`src/rtl/dmem_stage.sv`:
```
// M-stage data-memory interface: turns one load/store per instruction into a req/ack bus access.
// Optional `DMEM_TIMEOUT_EN aborts a BUSY access after TIMEOUT cycles without mem_ack and flags ErrM.
module dmem_stage #(
  parameter int unsigned TIMEOUT = 255,
  parameter int unsigned CNT_W   = 8
) (
  input  logic        clk,
  input  logic        reset,
  input  logic        MemWriteM,
  input  logic        MemReadM,
  input  logic        ByteM,
  input  logic [31:0] ALUOutM,
  input  logic [31:0] WriteDataM,
  output logic [31:0] ReadDataM,
  output logic        StallM,
  output logic        ErrM,
  output logic        mem_req,
  output logic        mem_we,
  output logic [31:0] mem_addr,
  output logic [31:0] mem_wdata,
  output logic [3:0]  mem_be,
  input  logic [31:0] mem_rdata,
  input  logic        mem_ack
);

  typedef enum logic [1:0] {
    IDLE = 2'd0,
    BUSY = 2'd1,
    DONE = 2'd2
  } state_t;

  state_t      state_q;
  logic [31:0] rdata_q;
  logic        byte_q;
  logic [1:0]  lane_q;
  logic        err_q;
  logic        access;
  logic [3:0]  be_d;
  logic [31:0] wdata_d;
  logic [7:0]  lane_byte;

  assign access = MemWriteM | MemReadM;

  // Byte stores replicate the low byte on every lane; the enables pick the one that lands.
  always_comb begin
    be_d    = 4'hF;
    wdata_d = WriteDataM;
    if (ByteM) begin
      be_d    = 4'b0001 << ALUOutM[1:0];
      wdata_d = {4{WriteDataM[7:0]}};
    end
  end

`ifdef DMEM_TIMEOUT_EN
  logic [CNT_W-1:0] cnt_q;
  logic             timeout;

  assign timeout = (cnt_q == CNT_W'(TIMEOUT - 1));
`endif

  always_ff @(posedge clk) begin
    if (reset) begin
      state_q   <= IDLE;
      mem_req   <= 1'b0;
      mem_we    <= 1'b0;
      mem_addr  <= '0;
      mem_wdata <= '0;
      mem_be    <= '0;
      rdata_q   <= '0;
      byte_q    <= 1'b0;
      lane_q    <= '0;
`ifdef DMEM_TIMEOUT_EN
      err_q     <= 1'b0;
      cnt_q     <= '0;
`endif
    end else begin
      case (state_q)
        IDLE: begin
`ifdef DMEM_TIMEOUT_EN
          err_q <= 1'b0;
          cnt_q <= '0;
`endif
          if (access) begin
            mem_req   <= 1'b1;
            mem_we    <= MemWriteM;
            mem_addr  <= {ALUOutM[31:2], 2'b00};
            mem_wdata <= wdata_d;
            mem_be    <= be_d;
            byte_q    <= ByteM;
            lane_q    <= ALUOutM[1:0];
            state_q   <= BUSY;
          end
        end
        BUSY: begin
          // An ack landing on the timeout cycle still completes the access normally.
          if (mem_ack) begin
            rdata_q <= mem_rdata;
            mem_req <= 1'b0;
            state_q <= DONE;
          end
`ifdef DMEM_TIMEOUT_EN
          else if (timeout) begin
            rdata_q <= '0;
            mem_req <= 1'b0;
            err_q   <= 1'b1;
            state_q <= DONE;
          end else begin
            cnt_q <= cnt_q + 1'b1;
          end
`endif
        end
        DONE: begin
`ifdef DMEM_TIMEOUT_EN
          err_q <= 1'b0;
`endif
          state_q <= IDLE;
        end
        default: state_q <= IDLE;
      endcase
    end
  end

`ifndef DMEM_TIMEOUT_EN
  assign err_q = 1'b0;
`endif

  always_comb begin
    case (lane_q)
      2'd0:    lane_byte = rdata_q[7:0];
      2'd1:    lane_byte = rdata_q[15:8];
      2'd2:    lane_byte = rdata_q[23:16];
      default: lane_byte = rdata_q[31:24];
    endcase
  end

  // Result is only presented in DONE, and only for a plain load that was not aborted.
  always_comb begin
    ReadDataM = '0;
    if ((state_q == DONE) && !mem_we && !err_q) begin
      ReadDataM = byte_q ? {24'h0, lane_byte} : rdata_q;
    end
  end

  assign StallM = ((state_q == IDLE) && access) || (state_q == BUSY);
  assign ErrM   = err_q;

`ifndef SYNTHESIS
  localparam logic CFG_OK = ((64'd1 << CNT_W) > 64'(TIMEOUT));

  a_cfg_ok: assert property (@(posedge clk) CFG_OK);

  a_req_is_busy: assert property (@(posedge clk) mem_req == (state_q == BUSY));

  a_bus_stable: assert property (@(posedge clk) disable iff (reset)
    (state_q == BUSY) |=> (state_q != BUSY) ||
      $stable({mem_we, mem_addr, mem_wdata, mem_be}));
`endif

endmodule

```
`config.mk`:
```
export PLATFORM = sky130hd
export DESIGN_NAME = dmem_stage
export DESIGN_NICKNAME = d
export VERILOG_FILES = /design/src/rtl/dmem_stage.sv
export SDC_FILE = /design/constraint.sdc
export NUM_CORES = 1
export LEC_CHECK = 0
export BUFFER_PORTS_ARGS = -buffer_cell sky130_fd_sc_hd__buf_4
export CAP_MARGIN = 20
export CORE_MARGIN = 2
export CORE_UTILIZATION = 47
export DETAILED_ROUTE_END_ITERATION = 8
export PLACE_DENSITY_LB_ADDON = 0.25
export SYNTH_ARGS = -nofsm -noshare
export SYNTH_HDL_FRONTEND = slang
export SYNTH_SLANG_ARGS = --single-unit
```
`constraint.sdc`:
```
create_clock -name clk -period 2 [get_ports clk]
set_clock_uncertainty 0.2 [all_clocks]
set_input_delay 0 -clock clk [delete_from_list [all_inputs] [get_ports clk]]
set_output_delay 0 -clock clk [all_outputs]
set_load 0.005 [all_outputs]
```
* Yosys cells after proc, flatten, opt, wreduce, memory -nomap -nowiden
Cells that the tools add are included.
Storage, ports and cells: register bits after elaboration 105, logic and storage cells 39
Cells by class: equality and inequality tests 6, shift-type cells 1, mux-type cells 11, bitwise gates (word level) 1, reductions and logical operators 11
Operators with widths (count):
- $mux W32 | 3
- $pmux W8 S3 | 1
- $reduce_and A2 Y1 | 3
- $eq A2 B1 Y1 const B | 2
- $eq A2 B2 Y1 const B | 2
- $logic_not A2 Y1 | 2
- $mux W2 | 2
- $mux W4 | 1
- $ne A2 B2 Y1 const B | 2
- $pmux W2 S2 | 1
- $shl A1 B2 Y4 const A | 1
- $reduce_and A3 Y1 | 1
- $logic_and A1 B1 Y1 | 2
- $mux W1 | 2
- $pmux W1 S2 | 1
- $reduce_bool A2 Y1 | 1
- $logic_not A1 Y1 | 1
- $logic_or A1 B1 Y1 | 1
- $or A1 B1 Y1 | 1

* Logic depth before layout (Yosys ltp)
Gate-level depths: netlist of run 1.
depth in word-level cells 4, gate-level depth with buffers 7, depth with buffers taken out 4

* Least setup slack after synthesis of run 1
No wires, ideal clock.
path type reg-to-reg, start register state_q[1], end register mem_wdata[19], setup time 146 ps, arrival 1071 ps, setup slack 583 ps, stages on the path, launching flop included 7, buffers on the path 3, cell sequence dfxtp_1 nor2_2 o21a_1 buf_2 buf_6 buf_6 a211oi_2
Between the ends: cells in the longest elaborated chain, start to end 2
RTL lines:
- start, declared | line 32 | state_t state_q;
- start signal, assigned | line 63 | state_q <= IDLE;
- start signal, assigned | line 91 | state_q <= BUSY;
- start signal, assigned | line 99 | state_q <= DONE;
- $logic_not A2 Y1 | line 77 | case (state_q)
- $reduce_and A2 Y1 (no line)
- end signal, assigned | line 87 | mem_wdata <= wdata_d;
- end, declared | line 20 | output logic [31:0] mem_wdata,
No other way between the ends. A chain may end at the register's enable or synchronous reset.

* Final worst setup path of run 1
start register state_q[1], end output port ReadDataM[4]
Between the ends: cells in the longest elaborated chain, start to end 3
RTL lines:
- $eq A2 B2 Y1 | line 139 | if ((state_q == DONE) && !mem_we && !err_q) begin
- $logic_and A1 B1 Y1 | line 139
- $mux W32 | line 139
- end, declared | line 14 | output logic [31:0] ReadDataM,
No other way between the ends.

==> results.toml, run 1 <==
[run_status]
status = "finished clean"

[floorplanning]
dieArea_mm2 = 0.01035
die_x_um = 101.7
fp.dieH_um = 101.7
placement_rows = 35
core-area_mm2 = 0.009240
initial_core_util_pct = 48.60
ios = 206

[grt]
grt_overflow = 0
grt_max_degree = 63
grt.total_usage_pct = 29.39
grt_pass1_vias = 5076
antenna_found_initial = 0
grt_pass1_wl_um = 23780

[drt]
routed_wl_um = 15890
wl_met2_um = 8430
wl_per_cell_um = 16.38
met1_length_um = 5818
firstDrtPassIters = 5
wl_met3_um = 1067
vias = 4982
first_iter_violations = 229
drc = 0
highest_layer = "met4"
drtAntennaViolNets = 0
via_per_inst = 5.136

[sta]
rsz0062_at_grt = "false"
setup_tns_ns = 0
final-hold-violation-count = 0
final-max-slew-violation-count = 0
min_period_ns = 1.935
tightest_slew_ns = 0.5739
holdWs_ns = 0.2140
fmax_mhz = 516.8
relSlewSlack_pct = 61.74
fin_crit_sh_pct = 96.74
setup_violations = 0

[cts]
cts_setup_buffers = 0
clock-root-buffer = "clkbuf_8"
htree_num_levels = 3
cts.reportedPaths.clkPinSlew_ns = 0.12
numCtsBuffers = 9
cts_tree = "yes"
clk_path_buf_depth = 2
clkLatencyLatePin_ns = 0.37
clkSinkCount = 105

[logic_synthesis]
seq_area_frac_synth_pct = 46.81
synthCells = 532
postSynthAreaPerCell_um2 = 8.441
muxShareOfSynthArea_pct = 9.111
synth_top_family_by_area = "simple AND/OR/NAND/NOR gates"
ys_seq_elements = 105
synth_cell_types = 29
yosys.area.top_type = "dfxtp_1"
synth_compound_area_share_pct = 17.00
synth-xor-area-share_pct = 0
synth_area_mm2 = 0.004491
synth_top_cell_area_share_pct = 46.81
synth_simple_gate_area_share_pct = 21.01
synth.area.top_cells = "dfxtp_1, nand2_1, a21oi_1"
yosysWarnings = 0
synth_fa_ha_area_share_pct = 0

[power_and_ir_drop]
cellLeakagePower_uw = 0.003339
p_sw_share_pct = 30.05
clkPwrFrac_pct = 27.0
powerDensity_mw_per_mm2 = 654.6
p_int_uw = 3447
p_seq_share_pct = 48.3
ir_drop_uv = 557.4
switchingPower_uw = 1481
combPwrFrac_pct = 24.7

[worst_setup_path]
cp.required_ns = 1.80
crit_path_max_fanout = 31
worstSetupPathType = "flop to output port"
crit_path_start_kind = "flop"
cp_cell_sequence = "nor3b_4 > and2b_1 > buf_6 > nand2_1 > o21ai_0 > buf_4"
crit_slowest_cell = "dfxtp_2"
end_kind = "output port"
cpPeakStageDelay_ns = 0.40
cp.arrival_ns = 1.73

[final_layout]
insertedDiodeCount = 0
layout.nets = 938
fillCellCount = 510
syn_to_final_growth_pct = 67.65
drive_gt1_share_pct = 31.75

[job]
max-cap-violations = 0

[hold_path]
worstHoldPathType = "primary input to flop"

[place]
place_congestion = 0.8235
port_buffers = 202
dp_hpwl_um = 8978
[cell usage after synthesis]
cell type / count
a211oi_1: 4
a211oi_2: 20
a21oi_1: 77
a311oi_1: 3
and2_1: 24
and2b_1: 1
and3b_1: 1
buf_2: 14
buf_4: 5
buf_6: 5
clkbuf_1: 21
conb_1: 1
dfxtp_1: 105
inv_1: 7
mux2_2: 1
mux2i_1: 24
mux4_2: 7
nand2_1: 159
nand2b_1: 2
nand3b_1: 1
nor2_1: 31
nor2_2: 1
nor2b_1: 1
nor3_1: 2
nor3b_2: 1
o21a_1: 1
o21ai_0: 11
o21ai_2: 1
or3b_2: 1
[cell type report]
cell class / count / area [um2] / area share [%]
clock inverter: 6 / 55.05 / 0.7313
tap: 129 / 161.4 / 2.144
multi-input combinational: 378 / 2162 / 28.72
clock buffer: 10 / 137.6 / 1.828
sequential: 105 / 2106 / 27.97
inverter: 7 / 26.28 / 0.3490
timing repair buffer: 335 / 2880 / 38.26
[critical path: cells and delay by family, from the launching register on]
family	cells	cell delay (ns)
DFF	1	0.40
and+or+nand+nor	3	0.46
AOI/OAI and AO/OA	1	0.12
buffers and inverters	2	0.38
[kinds of logic after synthesis]
| group | Yosys count |
|---|---|
| flip-flops | 105 |
| AND/OR/NAND/NOR | 225 |
| buffers and inverters | 52 |
| other | 1 |
| multiplexers | 32 |
| AO/OA/AOI/OAI | 117 |
[registers in the layout, summed over array words and instances (netlist names)]
name       count
rdata_q       32
byte_q         1
lane_q         2
mem_addr      30
mem_req        1
mem_be         4
state_q        2
mem_wdata     32
mem_we         1
[worst paths after layout]
check,start,end,slack (ns),cells past startpoint
hold reg to reg,mem_addr[24],mem_addr[24],0.26,2
setup / recovery,state_q[1],ReadDataM[4],0.07,6
hold / removal,ALUOutM[24],mem_addr[24],0.21,4
setup reg to reg,state_q[0],rdata_q[31],0.10,5
[power by group through the flow]
stage          combinational (uW)  clock [uW]  sequential (uW)
4_1_cts                      1160        1340             2370
3_5_place_dp                  967           0             2410
6_report                     1220        1330             2380
2_1_floorplan                 497           0             2400
3_3_place_gp                  937           0             2400
5_1_grt                      1310        1410             2400
[layout by cell type (no fill, tap or decap), types with 2 or more instances in the layout]
cell           count
conb_1             3
dfxtp_2            3
dfxtp_1          102
inv_6              4
nand2b_1           2
inv_1              7
nor2_1            31
buf_6              4
a21oi_1           77
o21ai_0           11
buf_12             4
mux4_2             7
a211oi_2          20
clkbuf_8          10
nand2_1          159
nor3_1             2
mux2i_1           24
a311oi_1           3
and2_1            24
dlygate4sd3_1    121
buf_4            205
a211oi_1           4
[per-layer routing]
metal / vias up / track usage, %
met3: 52 / 6.211
met1: 2327 / 31.90
li1: 2366 / -
met5: - / 0
met4: 0 / 14.55
met2: 237 / 53.74
[per-stage QoR]
step	instance area, um2	total power, uW	setup slack, ns	utilization [%]	instances
after global routing	7528	5116	0.003309	81.48	970
after CTS	7476	4869	0.01533	80.91	968
after detailed placement	6068	3378	0.2188	65.67	831
after floorplan	4498	2897	0.5831	-	534
after global placement	6068	3340	0.3327	65.67	831
final	7528	4928	0.06517	81.48	970
[what timing repair did]
item	CTS	global route
hold buffers	121	0
gates resized for setup	1	11
cloned	0	2
endpoints found under the hold margin	105	0
setup endpoints to repair	3	29
(Power assumes the default switching activity.)
==> inputs of run 2 (changes only) <==
Settings changed: CORE_UTILIZATION 47 to 50.
Clock period 2 ns to 2.35 ns, I/O delays scaled along.
==> results.toml, run 2 (same netlist as run 1, synthesis figures left out) <==
[cts]
clk_path_buf_depth = 2
cts.reportedPaths.clkPinSlew_ns = 0.11
clock-root-buffer = "clkbuf_8"
clkSinkCount = 105
cts_tree = "yes"
htree_num_levels = 3
numCtsBuffers = 9
cts_setup_buffers = 0
clkLatencyLatePin_ns = 0.37

[drt]
drc = 0
wl_per_cell_um = 16.58
vias = 5009
via_per_inst = 5.273
firstDrtPassIters = 5
first_iter_violations = 172
drtAntennaViolNets = 0
routed_wl_um = 15750

[sta]
fmax_mhz = 454.8
min_period_ns = 2.199
fin_crit_sh_pct = 93.56
relSlewSlack_pct = 61.52
fin_ws_ns = 0.1514
tightest_slew_ns = 0.5765
rsz0062_at_grt = "false"
final-hold-violation-count = 0
final-max-slew-violation-count = 0
setup_tns_ns = 0
setup_violations = 0

[place]
post-place-ws_ns = 0.4464
dp_hpwl_um = 8554
place_congestion = 0.8441
port_buffers = 202

[floorplanning]
initial_core_util_pct = 51.49
placement_rows = 34
core-area_mm2 = 0.008721
die_x_um = 98.77
ios = 206
dieArea_mm2 = 0.009756
fp.dieH_um = 98.77

[hold_path]
hold_depth = 4
worstHoldPathType = "primary input to flop"

[final_layout]
layout.nets = 939
reg_top3 = "mem_wdata: 32 flops, rdata_q: 32 flops, mem_addr: 30 flops"
insertedDiodeCount = 0
utilization_pct = 85.60
syn_to_final_growth_pct = 66.23
layout_common_cells = "buf_4, nand2_1, dlygate4sd3_1"
final_common_cell = "buf_4"
drive_gt1_share_pct = 31.00

[power_and_ir_drop]
powerDensity_mw_per_mm2 = 552.9
cellLeakagePower_uw = 0.003332
ir_drop_uv = 408.3

[grt]
grt.total_usage_pct = 31.19
use_met2_pct = 56.70
antenna_found_initial = 0
grt_max_degree = 65
grt_overflow = 0
met1_usage_pct = 34.91
grt_pass1_vias = 5020
grt-busiest-layer = "met2"
grt_pass1_wl_um = 24520
grt.met3_usage_pct = 8.014

[worst_setup_path]
cp.arrival_ns = 2.00
reg2reg_depth = 6
cp.required_ns = 2.15
worstSetupPathType = "flop to output port"
crit_path_max_fanout = 10
crit_path_start_kind = "flop"
end_kind = "output port"

[run_status]
status = "finished clean"

[job]
max-cap-violations = 0
## run 2: final cells by class
type	count	area, um2
well taps	108	135.1
fillers	438	1256
clock inverters	7	61.31
clock buffers	9	123.9
inverters	7	26.28
multi-input cells	379	2160
flip-flops and latches	105	2102
repair buffers	335	2856
## run 2: metal layers
layer / up-vias / routed length [um]
met1: 2324 / 5759
met4: 0 / 514
li1: 2368 / -
met5: - / 0
met2: 266 / 8317
met3: 51 / 1160
## run 2: critical path, stage by stage (launching register included)
cell	delay (ns)
dfxtp_1	0.70
mux4_2	0.58
inv_1	0.09
o21ai_0	0.11
buf_4	0.16
## run 2: metrics by stage
stage,cells,cell area [um2],hold slack [ns],total power [uW]
finish,950,7465,0.2129,4127
global route,950,7465,0.2183,4300
CTS,948,7443,0.2038,4077
detailed placement,807,6007,0.05834,2858
global placement,807,6007,0.04616,2829
floorplan,534,4498,-0.07877,2465
## run 2: power breakdown
| group | total (uW) | internal [uW] | switching (uW) |
|---|---|---|---|
| clock network | 1080 | 407 | 677 |
| logic | 1020 | 558 | 459 |
| registers | 2030 | 1920 | 104 |
| total | 4130 | 2890 | 1240 |
## run 2: path summary, 6_finish.rpt
kind | from | endpoint | slack (ns)
setup / recovery | lane_q[0] | ReadDataM[4] | 0.15
hold / removal | ALUOutM[6] | mem_addr[6] | 0.21
setup reg to reg | state_q[1] | mem_wdata[2] | 0.15
hold reg to reg | mem_addr[12] | mem_addr[12] | 0.26
## run 2: what timing repair did
| item | CTS | global route |
|---|---|---|
| hold buffers | 125 | 0 |
| hold endpoints to repair | 104 | 0 |
| setup endpoints to repair | 0 | 4 |
| gates resized for setup | 0 | 1 |
==> inputs of run 3 (changes only) <==
==> constraint.sdc (replaced) <==
create_clock -name clk -period 2.35 [get_ports clk]
set_clock_uncertainty 0.2 [all_clocks]
set_input_delay 0 -clock clk [delete_from_list [all_inputs] [get_ports clk]]
set_output_delay 0 -clock clk [all_outputs]
set_load 0.05 [all_outputs]
==> results.toml, run 3 (same netlist as run 1, synthesis figures left out) <==
[run_status]
status = "finished clean"

[power_and_ir_drop]
clkPwrFrac_pct = 23.5
powerDensity_mw_per_mm2 = 602.3
ir_drop_uv = 385.8
cellLeakagePower_uw = 0.003396
switchingPower_uw = 1616
p_sw_share_pct = 35.49
combPwrFrac_pct = 32.0
p_int_uw = 2937
p_seq_share_pct = 44.5

[place]
dpl.cell_count = 808
place_congestion = 0.8673
port_buffers = 202
dp_hpwl_um = 8880

[grt]
grt_overflow = 0
grt_max_degree = 42
grt.total_usage_pct = 32.39
grt.met3_usage_pct = 6.383
use_met2_pct = 56.91
grt-busiest-layer = "met2"
grt_pass1_vias = 5318
grt_pass1_wl_um = 25520
antenna_found_initial = 1
met1_usage_pct = 36.98

[cts]
clk_path_buf_depth = 2
clkLatencyLatePin_ns = 0.35
htree_num_levels = 3
clkSinkCount = 105
cts_setup_buffers = 0
cts.reportedPaths.clkPinSlew_ns = 0.11
cts_tree = "yes"
numCtsBuffers = 9
clock-root-buffer = "clkbuf_8"

[sta]
setup_violations = 0
fmax_mhz = 442.6
tightest_slew_ns = 0.5676
relSlewSlack_pct = 62.02
final-max-slew-violation-count = 0
fin_crit_sh_pct = 96.15
setup_tns_ns = 0
min_period_ns = 2.260
rsz0062_at_grt = "false"
final-hold-violation-count = 0

[final_layout]
final_common_cell = "buf_4"
layout_common_cells = "buf_4, nand2_1, dlygate4sd3_1"
syn_to_final_growth_pct = 68.35
layout.nets = 947
drive_gt1_share_pct = 30.71
reg_top3 = "mem_wdata: 32 flops, rdata_q: 32 flops, mem_addr: 30 flops"
stdcell_count = 959

[worst_setup_path]
crit_path_max_fanout = 28
end_kind = "flop"
cp.arrival_ns = 2.37
worstSetupPathType = "flop to flop"
crit_path_start_kind = "flop"
cp.required_ns = 2.46

[floorplanning]
fp.dieH_um = 98.77
placement_rows = 34
core-area_mm2 = 0.008721
die_x_um = 98.77
ios = 206
dieArea_mm2 = 0.009756
initial_core_util_pct = 51.49

[hold_path]
worstHoldPathType = "primary input to flop"

[drt]
firstDrtPassIters = 5
vias = 5109
wl_per_cell_um = 16.96
first_iter_violations = 227
drc = 0
drtAntennaViolNets = 0
routed_wl_um = 16270
via_per_inst = 5.327

[job]
max-cap-violations = 0
==> run 3: cell types whose count changed in the layout (fill, tap and decap cells not counted) <==
cell | previous run | this run
buf_12 | 2 | 3
clkbuf_8 | 9 | 10
clkinvlp_4 | 1 | 0
diode_2 | 0 | 1
dlygate4sd3_1 | 125 | 133
inv_6 | 1 | 3
inv_8 | 2 | 0
o21a_2 | 2 | 1
==> run 3: power by group through the flow <==
stage,Combinational (uW),Clock (uW),Sequential (uW)
2_1_floorplan,444,0,2420
3_3_place_gp,1200,0,2050
3_5_place_dp,1220,0,2060
4_1_cts,1400,1080,2020
5_1_grt,1530,1140,2040
6_report,1460,1070,2030
==> run 3: metrics by stage <==
stage,setup slack [ns],power [uW],hold WS (ns),instance area (um2),utilization [%]
floorplan,0.1514,2863,-0.06403,4498,-
global placement,0.6198,3246,0.04678,6027,69.11
detailed placement,0.5738,3278,0.05624,6027,69.11
CTS,0.08375,4496,0.2199,7545,86.51
global route,0.001229,4715,0.2482,7560,86.69
finish,0.09041,4554,0.2217,7560,86.69
==> run 3: worst paths after layout <==
kind                        to  depth (start not counted)     startpoint  slack (ns)
setup / recovery  mem_addr[29]                          6     state_q[0]        0.09
hold / removal     rdata_q[28]                          4  mem_rdata[28]        0.22
setup reg to reg  mem_addr[29]                          6     state_q[0]        0.09
hold reg to reg   mem_addr[25]                          2   mem_addr[25]        0.27
==> run 3: cell type report <==
type / count / area, um2
clock buffer: 10 / 137.6
fill: 423 / 1161
clock inverter: 6 / 48.80
multi-input combinational: 378 / 2151
timing repair buffer: 344 / 2957
antenna: 1 / 2.502
inverter: 7 / 26.28
sequential: 105 / 2102
tap: 108 / 135.1
==> run 3: what timing repair did <==
| item | CTS | global route |
|---|---|---|
| endpoints found under the hold margin | 105 | 0 |
| hold buffers | 133 | 0 |
| gates resized for setup | 0 | 1 |
| setup endpoints to repair | 0 | 3 |
==> run 3: worst max-delay path: stages (launching register included) <==
cell and delay [ns]:
dfxtp_1 0.38, nor2_2 0.26, o21a_4 0.30, buf_6 0.26
nand2_1 0.10, a21oi_1 0.15, dlygate4sd3_1 0.56
==> run 3: metal layers <==
| layer | part of all wire, % | wire length (um) |
|---|---|---|
| met5 | 0 | 0 |
| met4 | 5.2 | 839 |
| met3 | 7.0 | 1137 |
| met2 | 51 | 8351 |
| met1 | 37 | 5940 |
